$ cat src/rtl/msrh_lsu_ld_pipe_gen.sv
// Four-stage (EX0-EX3) load pipeline for one LSU lane: arbitration, address/TLB, L1D check, writeback.
// Optional performance counters are built when MSRH_LSU_LD_PIPE_PERF_EN is defined.
module msrh_lsu_ld_pipe_gen #(
   parameter int unsigned XLEN_W  = 64,
   parameter int unsigned VADDR_W = 39,
   parameter int unsigned PADDR_W = 56,
   parameter int unsigned LINE_W  = 128,
   parameter int unsigned RNID_W  = 7,
   parameter int unsigned TAG_W   = 5
) (
   input  logic               i_clk,
   input  logic               i_reset,
   input  logic               i_rs_valid,
   input  logic [XLEN_W-1:0]  i_rs_rs1,
   input  logic [11:0]        i_rs_imm,
   input  logic [1:0]         i_rs_size,
   input  logic               i_rs_signed,
   input  logic [RNID_W-1:0]  i_rs_rnid,
   input  logic [TAG_W-1:0]   i_rs_tag,
   input  logic               i_rp_valid,
   input  logic [XLEN_W-1:0]  i_rp_rs1,
   input  logic [11:0]        i_rp_imm,
   input  logic [1:0]         i_rp_size,
   input  logic               i_rp_signed,
   input  logic [RNID_W-1:0]  i_rp_rnid,
   input  logic [TAG_W-1:0]   i_rp_tag,
   output logic               o_ex0_conflict,
   output logic [TAG_W-1:0]   o_ex0_conflict_tag,
   input  logic               i_flush,
   output logic [VADDR_W-1:0] o_tlb_vaddr,
   input  logic               i_tlb_miss,
   input  logic [PADDR_W-1:0] i_tlb_paddr,
   output logic               o_l1d_valid,
   output logic [PADDR_W-1:0] o_l1d_paddr,
   input  logic               i_l1d_hit,
   input  logic               i_l1d_miss,
   input  logic               i_l1d_conflict,
   input  logic [LINE_W-1:0]  i_l1d_data,
   output logic               o_ex1_upd_valid,
   output logic [TAG_W-1:0]   o_ex1_upd_tag,
   output logic [1:0]         o_ex1_upd_haz,
   output logic               o_ex2_upd_valid,
   output logic [TAG_W-1:0]   o_ex2_upd_tag,
   output logic [1:0]         o_ex2_upd_haz,
   output logic [PADDR_W-1:0] o_ex2_miss_paddr,
   output logic               o_ex3_wr_valid,
   output logic [RNID_W-1:0]  o_ex3_wr_rnid,
   output logic [XLEN_W-1:0]  o_ex3_wr_data,
   output logic               o_ex3_done
`ifdef MSRH_LSU_LD_PIPE_PERF_EN
   ,
   output logic [31:0]        o_perf_done,
   output logic [31:0]        o_perf_tlb_miss,
   output logic [31:0]        o_perf_l1d_miss,
   output logic [31:0]        o_perf_conflict
`endif
);

   localparam int unsigned OFF_W = $clog2(LINE_W / 8);
   localparam logic [PADDR_W-1:0] LINE_MASK = ~PADDR_W'((64'd1 << OFF_W) - 64'd1);

   localparam logic [1:0] HAZ_NONE         = 2'd0;
   localparam logic [1:0] HAZ_TLB_MISS     = 2'd1;
   localparam logic [1:0] HAZ_MISALIGN     = 2'd2;
   localparam logic [1:0] HAZ_L1D_MISS     = 2'd1;
   localparam logic [1:0] HAZ_L1D_CONFLICT = 2'd2;

   typedef struct packed {
      logic [VADDR_W-1:0] base;
      logic [11:0]        imm;
      logic [1:0]         size;
      logic               sgn;
      logic [RNID_W-1:0]  rnid;
      logic [TAG_W-1:0]   tag;
   } ld_op_t;

   ld_op_t              ex0_op;
   logic                ex1_valid;
   ld_op_t              ex1_op;
   logic [VADDR_W-1:0]  ex1_vaddr;
   logic                ex1_misalign;
   logic [1:0]          ex1_haz;
   logic                ex1_adv;

   logic                ex2_valid;
   logic [PADDR_W-1:0]  ex2_paddr;
   logic [1:0]          ex2_size;
   logic                ex2_sgn;
   logic [RNID_W-1:0]   ex2_rnid;
   logic [TAG_W-1:0]    ex2_tag;
   logic [1:0]          ex2_haz;
   logic                ex2_adv;
   logic [OFF_W-1:0]    ex2_byte_off;
   logic [XLEN_W-1:0]   ex2_raw;
   logic [XLEN_W-1:0]   ex2_ext;
   logic                ex2_msb;
   logic [XLEN_W-1:0]   ex2_data;

   logic                ex3_valid;
   logic [RNID_W-1:0]   ex3_rnid;
   logic [XLEN_W-1:0]   ex3_data;

   // EX0: replay wins; a coincident RS issue is dropped and reported
   always_comb begin
      ex0_op.base = VADDR_W'(i_rs_rs1);
      ex0_op.imm  = i_rs_imm;
      ex0_op.size = i_rs_size;
      ex0_op.sgn  = i_rs_signed;
      ex0_op.rnid = i_rs_rnid;
      ex0_op.tag  = i_rs_tag;
      if (i_rp_valid) begin
         ex0_op.base = VADDR_W'(i_rp_rs1);
         ex0_op.imm  = i_rp_imm;
         ex0_op.size = i_rp_size;
         ex0_op.sgn  = i_rp_signed;
         ex0_op.rnid = i_rp_rnid;
         ex0_op.tag  = i_rp_tag;
      end
   end

   assign o_ex0_conflict     = i_rs_valid & i_rp_valid;
   assign o_ex0_conflict_tag = i_rs_tag;

   always_ff @(posedge i_clk or posedge i_reset) begin
      if (i_reset) begin
         ex1_valid <= 1'b0;
         ex1_op    <= '0;
      end else begin
         ex1_valid <= (i_rs_valid | i_rp_valid) & ~i_flush;
         ex1_op    <= ex0_op;
      end
   end

   // EX1: address generation, alignment and TLB hazard classification
   always_comb begin
      ex1_vaddr    = ex1_op.base + VADDR_W'($signed(ex1_op.imm));
      ex1_misalign = 1'b0;
      case (ex1_op.size)
         2'd1:    ex1_misalign = ex1_vaddr[0];
         2'd2:    ex1_misalign = |ex1_vaddr[1:0];
         2'd3:    ex1_misalign = (|ex1_vaddr[2:0]) | (XLEN_W < 64);
         default: ex1_misalign = 1'b0;
      endcase
      ex1_haz = HAZ_NONE;
      if (ex1_valid) begin
         if (i_tlb_miss)        ex1_haz = HAZ_TLB_MISS;
         else if (ex1_misalign) ex1_haz = HAZ_MISALIGN;
      end
      ex1_adv = ex1_valid & (ex1_haz == HAZ_NONE) & ~i_flush;
   end

   assign o_tlb_vaddr     = ex1_vaddr;
   assign o_l1d_valid     = ex1_adv;
   assign o_l1d_paddr     = ex1_valid ? (i_tlb_paddr & LINE_MASK) : '0;
   assign o_ex1_upd_valid = ex1_valid;
   assign o_ex1_upd_tag   = ex1_op.tag;
   assign o_ex1_upd_haz   = ex1_haz;

   always_ff @(posedge i_clk or posedge i_reset) begin
      if (i_reset) begin
         ex2_valid <= 1'b0;
         ex2_paddr <= '0;
         ex2_size  <= '0;
         ex2_sgn   <= 1'b0;
         ex2_rnid  <= '0;
         ex2_tag   <= '0;
      end else begin
         ex2_valid <= ex1_adv;
         ex2_paddr <= i_tlb_paddr;
         ex2_size  <= ex1_op.size;
         ex2_sgn   <= ex1_op.sgn;
         ex2_rnid  <= ex1_op.rnid;
         ex2_tag   <= ex1_op.tag;
      end
   end

   // EX2: cache result classification and size-aligned extraction from the line
   always_comb begin
      ex2_haz = HAZ_NONE;
      if (ex2_valid) begin
         if (i_l1d_conflict)  ex2_haz = HAZ_L1D_CONFLICT;
         else if (i_l1d_miss) ex2_haz = HAZ_L1D_MISS;
      end
      ex2_adv      = ex2_valid & i_l1d_hit & (ex2_haz == HAZ_NONE) & ~i_flush;
      ex2_byte_off = ex2_paddr[OFF_W-1:0];
      ex2_raw      = XLEN_W'(i_l1d_data >> {ex2_byte_off, 3'b000});
      case (ex2_size)
         2'd0: begin
            ex2_data = XLEN_W'(ex2_raw[7:0]);
            ex2_msb  = ex2_raw[7];
            ex2_ext  = {XLEN_W{1'b1}} << 8;
         end
         2'd1: begin
            ex2_data = XLEN_W'(ex2_raw[15:0]);
            ex2_msb  = ex2_raw[15];
            ex2_ext  = {XLEN_W{1'b1}} << 16;
         end
         2'd2: begin
            ex2_data = XLEN_W'(ex2_raw[31:0]);
            ex2_msb  = ex2_raw[31];
            ex2_ext  = {XLEN_W{1'b1}} << 32;
         end
         default: begin
            ex2_data = ex2_raw;
            ex2_msb  = 1'b0;
            ex2_ext  = '0;
         end
      endcase
      if (ex2_sgn & ex2_msb) ex2_data = ex2_data | ex2_ext;
   end

   assign o_ex2_upd_valid  = ex2_valid;
   assign o_ex2_upd_tag    = ex2_tag;
   assign o_ex2_upd_haz    = ex2_haz;
   assign o_ex2_miss_paddr = ex2_paddr;

   always_ff @(posedge i_clk or posedge i_reset) begin
      if (i_reset) begin
         ex3_valid <= 1'b0;
         ex3_rnid  <= '0;
         ex3_data  <= '0;
      end else begin
         ex3_valid <= ex2_adv;
         ex3_rnid  <= ex2_rnid;
         ex3_data  <= ex2_data;
      end
   end

   assign o_ex3_wr_valid = ex3_valid;
   assign o_ex3_done     = ex3_valid;
   assign o_ex3_wr_rnid  = ex3_rnid;
   assign o_ex3_wr_data  = ex3_data;

`ifdef MSRH_LSU_LD_PIPE_PERF_EN
   // Saturating event counters
   always_ff @(posedge i_clk or posedge i_reset) begin
      if (i_reset) begin
         o_perf_done     <= '0;
         o_perf_tlb_miss <= '0;
         o_perf_l1d_miss <= '0;
         o_perf_conflict <= '0;
      end else begin
         if (ex3_valid && (o_perf_done != '1))
            o_perf_done <= o_perf_done + 32'd1;
         if (ex1_valid && i_tlb_miss && (o_perf_tlb_miss != '1))
            o_perf_tlb_miss <= o_perf_tlb_miss + 32'd1;
         if (ex2_valid && (i_l1d_miss | i_l1d_conflict) && (o_perf_l1d_miss != '1))
            o_perf_l1d_miss <= o_perf_l1d_miss + 32'd1;
         if (o_ex0_conflict && (o_perf_conflict != '1))
            o_perf_conflict <= o_perf_conflict + 32'd1;
      end
   end
`endif

endmodule

$ cat config.mk
export PLATFORM = sky130hd
export DESIGN_NAME = msrh_lsu_ld_pipe_gen
export DESIGN_NICKNAME = d
export VERILOG_FILES = /design/src/rtl/msrh_lsu_ld_pipe_gen.sv
export SDC_FILE = /design/constraint.sdc
export NUM_CORES = 1
export LEC_CHECK = 0
export CORE_AREA = 2 2 244 246
export DETAILED_ROUTE_END_ITERATION = 16
export DIE_AREA = 0 0 246 248
export SLEW_MARGIN = 20
export SYNTH_ARGS = -nofsm -noshare
export SYNTH_HDL_FRONTEND = slang
export SYNTH_SLANG_ARGS = --single-unit
$ cat constraint.sdc
create_clock -name i_clk -period 7 [get_ports i_clk]
set_clock_uncertainty 0.15 [all_clocks]
set_input_delay 1.4 -clock i_clk [delete_from_list [all_inputs] [get_ports i_clk]]
set_output_delay 1.4 -clock i_clk [all_outputs]
set_load 0.01 [all_outputs]
==> results.txt <==
----------------------------------------------------
[Outcome]
  Status ... complete, no violations

[Pwr]
  Leakage ... 8.41 nW
  Worst vdd ir ... 0.171 mV
  Overall Power ... 4.52 mW
  Total power per unit cell area ... 222 mW/mm²

[Worst setup path]
  Slack of the worst reg-to-reg path ... 2180 ps
  CP Cell Sequence ... buf_4 > ha_1 > nand2_2 > o21ai_0 > nor2_1 > a31oi_1 > a221oi_2 > or3b_4 > o21ai_4 > a31oi_1 > xnor2_1 > clkdlybuf4s50_1
  Family with the most delay on the worst path ... compound AO/OA/AOI/OAI gates
  Endpoint kind of the worst setup timing path ... output port
  Buffers plus inverters on the worst setup path ... 2
  CP most frequent cell ... a31oi_1
  Crit-path slowest cell ... clkdlybuf4s50_1
  Data required time at the worst endpoint ... 5450 ps
  Largest stage delay on the critical path ... 590 ps
  Kind of critical path ... reg -> out
  Critical path fanouts, max ... 28
  Crit path arrival time ... 4120 ps
  Startpoint type of the worst setup path ... flip-flop

[Route]
  Detailed Routing Iterations Pass 1 ... 4
  Detailed Route WL ... 54.3 mm
  Vias/cell ... 4.71
  Residual antenna-violating net count after detailed routing ... 0
  Drt initial violations ... 632
  Number of design rule violations left after detail routing ... 0
  Wire per inst ... 20.9 µm
  Routed via count ... 12300

[Clock tree]
  Number of sinks on the clock net ... 211
  Gates resized, CTS repair ... 0
  Number of clock buffers inserted by TritonCTS ... 30
  Number of H-tree levels ... 1
  Root buffer cell ... clkbuf_16
  Clock tree from TritonCTS ... done
  CTS max path bufs ... 3
  Buffers inserted during post-CTS setup optimization ... 0
  Register clock-pin slew on the reported worst setup and hold paths ... 60 ps
  Clock insertion delay at the later pin of the skew report ... 580 ps
  Number of hold buffers added after CTS ... 0

[Place]
  # port buffers ... 567
  Routability Congestion ... 0.916
  Placed wire-length estimate ... 42.1 mm

[GRT]
  Global Route met3 Usage ... 0.0395
  Met2 track utilization from global routing ... 0.273
  Maximum number of pins on one net before global-route repair ... 125
  Most used routing layer ... met2
  Global-route met1 utilization ... 0.222
  Final global-route overflow total ... 0
  Global-route wire length before repair ... 78.5 mm
  Tot GR Track Use ... 0.169
  Via count of the first global-routing pass ... 12400
  Initial antenna violation count ... 9

[Timing]
  Highest achievable clock rate ... 176 MHz
  Tightest Pin Transition ... 1090 ps
  Unrepaired setup endpoints after global routing ... no
  Setup TNS Final ... 0 ps
  Clock period minus final worst setup slack ... 5670 ps
  Final-report hold violation count ... 0
  Setup Viol. Count Final ... 0
  Worst max-slew margin expressed relative to the limit ... 0.271
  Fraction of the cycle the final worst path needs ... 0.810
  Slew Viols, Final ... 0

[Yosys]
  Synth Register Bits ... 211
  Synth area leaders ... dfrtp_1, mux2_2, mux4_2
  Proportion of netlist area held by the largest area contributor ... 0.406
  Synthesized cell area ... 0.0130 mm²
  Number of cells produced by synthesis ... 1288
  Post-synth cell types ... 68
  Post-synth EDFFs ... 0
  Main flop type after synthesis ... dfrtp_1
  Sequential-to-total area share from yosys stat ... 0.406
  Cell taking the most area after synthesis ... dfrtp_1
  Post-synthesis average cell area ... 10.1 µm²
  Async set-reset flop share out of synthesis ... 1.00
  Warnings, synthesis ... 0

[Die]
  Ports placed on the boundary ... 622
  Total die area ... 0.0610 mm²
  Horizontal die dimension ... 246 µm
  Height of the chip ... 248 µm
  Initial Utilization ... 0.223
  Num rows ... 89
  Core outline area ... 0.0585 mm²

[Cells and area]
  Total area of sequential cells ... 0.00529 mm²
  Layout Area Growth over Synthesis ... 56.8%
  Area occupied by multi-input gates ... 0.00718 mm²
  Ratio of cells with drive above 1 in the final layout ... 0.129
  Number of filler instances in the final layout ... 5854
  Net count of the finished layout ... 2215

[Run]
  Count of maximum capacitance violations ... 0

[Worst hold path]
  Class of the worst hold path ... reg -> reg

----------------------------------------------------
## per-stage QoR
stage / utilization / instance area (µm²) / std cells / worst slack [ps] / hold WS, ps
global route: 0.349 / 20400 / 2601 / 1020 / 204
detailed placement: 0.330 / 19300 / 2542 / 1880 / 185
global placement: 0.330 / 19300 / 2542 / 1940 / 181
CTS: 0.349 / 20400 / 2596 / 1250 / 197
floorplan: - / 13000 / 1291 / 2590 / 181
finish: 0.349 / 20400 / 2602 / 1330 / 197
## final cells by class
| class | count | area share |
|---|---|---|
| clock buffers | 34 | 0.0385 |
| clock inverters | 20 | 0.0150 |
| inverters | 17 | 0.00337 |
| flip-flops and latches | 211 | 0.259 |
| repair buffers | 581 | 0.284 |
| multi-input cells | 960 | 0.352 |
| well taps | 773 | 0.0474 |
| diodes | 6 | 0.000736 |
## cell families after synthesis
| logic type | synth area share |
|---|---|
| AND/OR/NAND/NOR | 0.117 |
| AO/OA/AOI/OAI | 0.174 |
| flip-flops | 0.406 |
| multiplexers | 0.197 |
| buffers and inverters | 0.0435 |
| adder cells (fa/ha/maj) | 0.0381 |
| XOR/XNOR | 0.0242 |
| other | 0.000288 |
## path summary, 6_finish.rpt
path	startpoint	cells past startpoint	to
setup / recovery	ex1_op[26]	12	o_tlb_vaddr[31]
hold / removal	ex1_op[7]	0	ex2_rnid[2]
setup reg to reg	o_ex2_miss_paddr[2]	9	o_ex3_wr_data[39]
hold reg to reg	ex1_op[7]	0	ex2_rnid[2]
max in group asynchronous	i_reset	3	o_ex2_miss_paddr[1]
min in group asynchronous	i_reset	2	o_ex2_miss_paddr[21]
## where the power goes
part | switching, mW | internal [mW]
sequential | 0.0674 | 1.33
combinational | 0.699 | 0.755
clock | 0.609 | 1.06
## cells in the mapped netlist, drive strengths merged (8+ instances only)
library cell and instances:
dfrtp 211, a211oi 22, o21ai 77, clkbuf 53, a21o 46, ha 38, nand3 9, and2 58
mux2 110, nand2 131, a221o 8, inv 16, o2bb2ai 8, xor2 13, o211ai 17, xnor2 23
o32a 9, mux4 32, nor2 110, mux2i 60, a21oi 100, buf 50, o22ai 16
## worst reg2reg max path, stage by stage (launching register included)
cell and delay [ps]:
dfrtp_2 340, buf_4 640, clkinv_1 970, nor2_1 1090
nand2_1 140, o221ai_1 110, nand2_1 100, o211ai_1 130
and3_2 760, o21bai_1 280
## layer usage
metal / vias to the layer above / share of wire
li1: 5664 / -
met1: 5939 / 0.42
met2: 559 / 0.48
met3: 93 / 0.073
met4: 2 / 0.030
met5: - / 0.00024
## sequential cells by signal, indices dropped and copies added, names as in the netlist, 2 cells and up
register / count
ex1_op: 61
ex2_rnid: 7
ex2_size: 2
o_ex1_upd_tag: 5
o_ex2_miss_paddr: 56
o_ex2_upd_tag: 5
o_ex3_wr_data: 64
o_ex3_wr_rnid: 7
## placed cells by master, fill, tap and decap left out, types with 30 or more instances in the layout
cell,count
mux2i_1,60
clkbuf_16,30
mux4_2,32
nor2_1,109
clkdlybuf4s50_1,566
o21ai_0,70
ha_1,38
a21oi_1,99
mux2_2,110
nand2_1,130
dfrtp_1,207
and2_1,58
a21o_1,46
(Power assumes the default switching activity.)
